===== src/rtl/booth_pkg.sv =====
// rtl/booth_pkg.sv - shared types and constants for the radix-4 Booth sequential multiplier
package booth_pkg;

  typedef enum logic [1:0] {
    IDLE = 2'd0,
    RUN  = 2'd1,
    DONE = 2'd2
  } state_t;

  localparam int DEFAULT_WIDTH = 8;
  localparam int STEPS         = DEFAULT_WIDTH / 2;

endpackage


===== src/rtl/encoder.sv =====
// rtl/encoder.sv - radix-4 Booth recoding cell: 3-bit window to one/two/neg controls
module encoder (
  input  logic [2:0] y,
  output logic       one,
  output logic       two,
  output logic       neg
);

  // 111 is -0: report no magnitude and no negation so it contributes nothing
  always_comb begin
    one = y[1] ^ y[0];
    two = (y == 3'b011) || (y == 3'b100);
    neg = y[2] & ~(y[1] & y[0]);
  end

endmodule


===== src/rtl/booth_seq_multiplier.sv =====
// rtl/booth_seq_multiplier.sv - iterative signed radix-4 Booth multiplier, one partial product per cycle
module booth_seq_multiplier
  import booth_pkg::*;
#(
  parameter int WIDTH = DEFAULT_WIDTH
) (
  input  logic                 clk,
  input  logic                 rst_n,
  input  logic                 start,
  input  logic [WIDTH-1:0]     multiplicand,
  input  logic [WIDTH-1:0]     multiplier,
  output logic                 busy,
  output logic                 done,
  output logic [2*WIDTH-1:0]   product
);

  localparam int NSTEPS = WIDTH / 2;
  localparam int SW     = $clog2(NSTEPS) + 1;
  localparam logic [SW-1:0] LAST_STEP = SW'(NSTEPS - 1);

  state_t                    state, state_nxt;
  logic signed [WIDTH:0]     mreg;
  logic [2*WIDTH-1:0]        areg;
  logic [2*WIDTH-1:0]        acc;
  logic [SW-1:0]             step;

  logic                      one, two, neg;
  logic [2*WIDTH-1:0]        mag, pp, acc_nxt;
  logic                      accept, last;

  encoder u_encoder (
    .y   (mreg[2:0]),
    .one (one),
    .two (two),
    .neg (neg)
  );

  always_comb begin
    mag       = '0;
    pp        = '0;
    acc_nxt   = '0;
    state_nxt = state;
    accept    = start && ((state == IDLE) || (state == DONE));
    last      = (step == LAST_STEP);

    if (one)      mag = areg;
    else if (two) mag = areg << 1;
    pp      = neg ? (~mag + 1'b1) : mag;
    acc_nxt = acc + pp;

    case (state)
      IDLE:    if (accept) state_nxt = RUN;
      RUN:     if (last)   state_nxt = DONE;
      DONE:    state_nxt = accept ? RUN : IDLE;
      default: state_nxt = IDLE;
    endcase
  end

  assign busy = (state == RUN);
  assign done = (state == DONE);

  always_ff @(posedge clk or negedge rst_n) begin
    if (!rst_n) begin
      state   <= IDLE;
      mreg    <= '0;
      areg    <= '0;
      acc     <= '0;
      step    <= '0;
      product <= '0;
    end else begin
      state <= state_nxt;
      if (accept) begin
        mreg <= {multiplier, 1'b0};
        areg <= {{WIDTH{multiplicand[WIDTH-1]}}, multiplicand};
        acc  <= '0;
        step <= '0;
      end else if (state == RUN) begin
        acc  <= acc_nxt;
        mreg <= mreg >>> 2;
        areg <= areg << 2;
        step <= step + SW'(1);
        // result becomes visible only on the edge that enters DONE
        if (last) product <= acc_nxt;
      end
    end
  end

endmodule


===== config.mk =====
export PLATFORM = sky130hd
export DESIGN_NAME = booth_seq_multiplier
export DESIGN_NICKNAME = d
export VERILOG_FILES = /design/src/rtl/booth_pkg.sv /design/src/rtl/encoder.sv /design/src/rtl/booth_seq_multiplier.sv
export SDC_FILE = /design/constraint.sdc
export NUM_CORES = 1
export LEC_CHECK = 0
export BUFFER_PORTS_ARGS = -buffer_cell sky130_fd_sc_hd__buf_2
export CAP_MARGIN = 20
export CORE_UTILIZATION = 50
export CTS_BUF_LIST = sky130_fd_sc_hd__clkbuf_4 sky130_fd_sc_hd__clkbuf_8
export DETAILED_ROUTE_END_ITERATION = 10
export HOLD_SLACK_MARGIN = 0.06
export PLACE_DENSITY = 0.69
export REMOVE_ABC_BUFFERS = 1
export SETUP_SLACK_MARGIN = 0.3
export SLEW_MARGIN = 5
export SYNTH_ARGS = -nofsm -noshare
export SYNTH_HDL_FRONTEND = slang
export SYNTH_SLANG_ARGS = --single-unit

===== constraint.sdc =====
create_clock -name clk -period 5 [get_ports clk]
set_input_delay 0.25 -clock clk [delete_from_list [all_inputs] [get_ports clk]]
set_output_delay 0.25 -clock clk [all_outputs]
set_load 0.02 [all_outputs]

==> metrics.txt <==
minimum clock period=4.07 ns; FF+latch count, synth=62; Crit. Startpoint=mreg[0]; Slew HR=0.380; slowest CP cell=ha_1; sinks on the clock net=62; cell breakdown of the critical path=inv_1, ha_1, buf_4, nand2b_2, o21ai_1, or3_1, nor2_2, nor2_1, xnor2_1, ha_1, a21oi_1, o21ai_1, a21oi_1, nor2b_1, a311oi_1, xor2_1, o21ai_1; number of global-route vias before repair=2772; Most common cell on crit path=o21ai_1; mapped cell area=3820 um2; RSZ-0062 raised after global routing=false; initial DRC count=120; row cnt=31; DRT antenna net count=0; fin util=0.576; I/O Buffers=36; Crit Path Max Fanout=35; Max Slew Vio Count=0; max incr delay on CP=0.42 ns; most frequent cells in the layout=nand2_1, dfrtp_1, buf_2; clk buf depth=2; Initial Utilization=0.521; hold slack=0.0724 ns; largest net degree at the start of global routing=63; final hold vios=0; final period utilization=0.813; vias per inst=5.57; HPWL after detailed placement=5430 um; # setup viols final=0; Die H=89.4 um; Max Cap Viol=0; Post-synth ARST share=1.00; Synth Warn #=0; # DRC=0; highest attainable clock frequency=0.246 GHz; Overall Global Routing Usage=0.217; fillcell total=669; CTS tree=yes; core area=7330 um2; Yosys top cell by area=dfrtp_1; diode count=0; critical path type=register to register; Area Growth Syn to Fin=10.5%; CTS Root Cell=clkbuf_8; CTS clock-pin slew for the worst setup and hold paths=0.07 ns; cells after synthesis=411; endpoint type of the worst setup path=register; most common cell after layout, fill and taps aside=nand2_1; global route overflow=0; Post-synth EDFFs=0; Synth cell types=53; first-pass GRT wire length=13200 um; Post-CTS Setup Bufs=0; initial antenna violation count=0; sequential area share after synthesis=0.406; status=finished, final reports clean; Chip Width=89.4 um; crit start category=register; wire length per cell=14.3 um; required arrival time at the worst endpoint=5.18 ns; Least-Margin Pin Slew=0.928 ns; skew final=0.0105 ns; cts hold-fix bufs=0; Arr. time, crit path=4.25 ns; vias=3010; syn_area_per_cell=9.30 um2; min-delay worst type=input port to asynchronous set/reset pin; Initial DRT Pass Iterations=4; Num CTS Buffers=9; post-CTS sizing=0; ranking of synthesized cells by area=dfrtp_1, ha_1, nand2_1, o21ai_0, xnor2_1; ys flop type=dfrtp_1; IO Pins=37; Final nets=479; clk_lat worst skew=0.33 ns; Setup TNS=0 ns; routed wire length=7740 um; Yosys top cell area share=0.406; GP Congestion=0.870; layout cells sized above 1=0.161; CTS H-tree depth=3; worst r2r src=mreg[0]; Die ar.=8000 um2
path summary, 6_finish.rpt:
| check | slack, ns | depth (start not counted) | end |
|---|---|---|---|
| max in group asynchronous | 4.41 | 2 | areg[9] |
| hold / removal | 0.07 | 2 | acc[6] |
| hold reg to reg | 0.47 | 2 | product[6] |
| setup / recovery | 0.93 | 17 | product[13] |
| setup reg to reg | 0.93 | 17 | product[13] |
| min in group clk | 0.11 | 2 | mreg[6] |
stage by stage:
step	setup WS [ns]	instance area, um2	instances
global route	0.664	4220	540
global placement	1.02	4020	524
detailed placement	0.947	4020	524
floorplan	1.06	3680	385
CTS	0.945	4220	540
finish	0.935	4220	540
metal layers:
metal  up-vias  track usage  part of all wire
met5         -            0                 0
met4         0       0.0779            0.0071
met3         4       0.0379             0.028
met2        56        0.345              0.47
met1      1435        0.297              0.49
li1       1515            -                 -
worst max-delay path: cells and delay by family (launching register included):
kind	cells	cell delay (ns)
flip-flops	1	0.37
buffers and inverters	2	0.40
adder cells (fa/ha/maj)	2	0.78
AND/OR/NAND/NOR	5	0.99
XOR/XNOR	2	0.37
AO/OA/AOI/OAI	6	1.00
registers in the layout, summed over array words and instances (netlist names):
register	count
product	16
mreg	9
areg	16
step	3
state	2
acc	16
logic make-up (layout without fill, tap and decap cells):
kind of cell               count (synthesis)  count (layout)  synth area share
buffers and inverters                     33              63            0.0435
and+or+nand+nor                          116             116             0.135
muxes                                     10              10            0.0291
DFF                                       62              62             0.406
xor gates and xnor gates                  30              30            0.0688
AOI/OAI and AO/OA                        136             136             0.237
adders and majority gates                 24              24            0.0806
Yosys cell counts, types with 6 or more instances:
| library cell | instances |
|---|---|
| nor2b_1 | 6 |
| dfrtp_1 | 62 |
| a22o_1 | 9 |
| xnor2_1 | 15 |
| a22oi_1 | 10 |
| a221o_1 | 10 |
| o21ai_0 | 32 |
| o21a_1 | 6 |
| clkbuf_1 | 13 |
| ha_1 | 23 |
| a21oi_1 | 18 |
| nand2_1 | 74 |
| o21ai_1 | 21 |
| xor2_1 | 15 |
| nor2_1 | 18 |
| a211oi_1 | 6 |
cell type report:
class                      instances  area, um2  share of cell area
multi-input combinational        316       2110               0.499
sequential                        62       1550               0.368
clock buffer                      11        145              0.0344
inverter                           7       26.3             0.00622
tap                               99        124              0.0293
timing repair buffer              40        210              0.0498
clock inverter                     5       58.8              0.0139
Power is not shown: default switching activity piles up to over one toggle a cycle in this logic, so the estimate is an artifact.
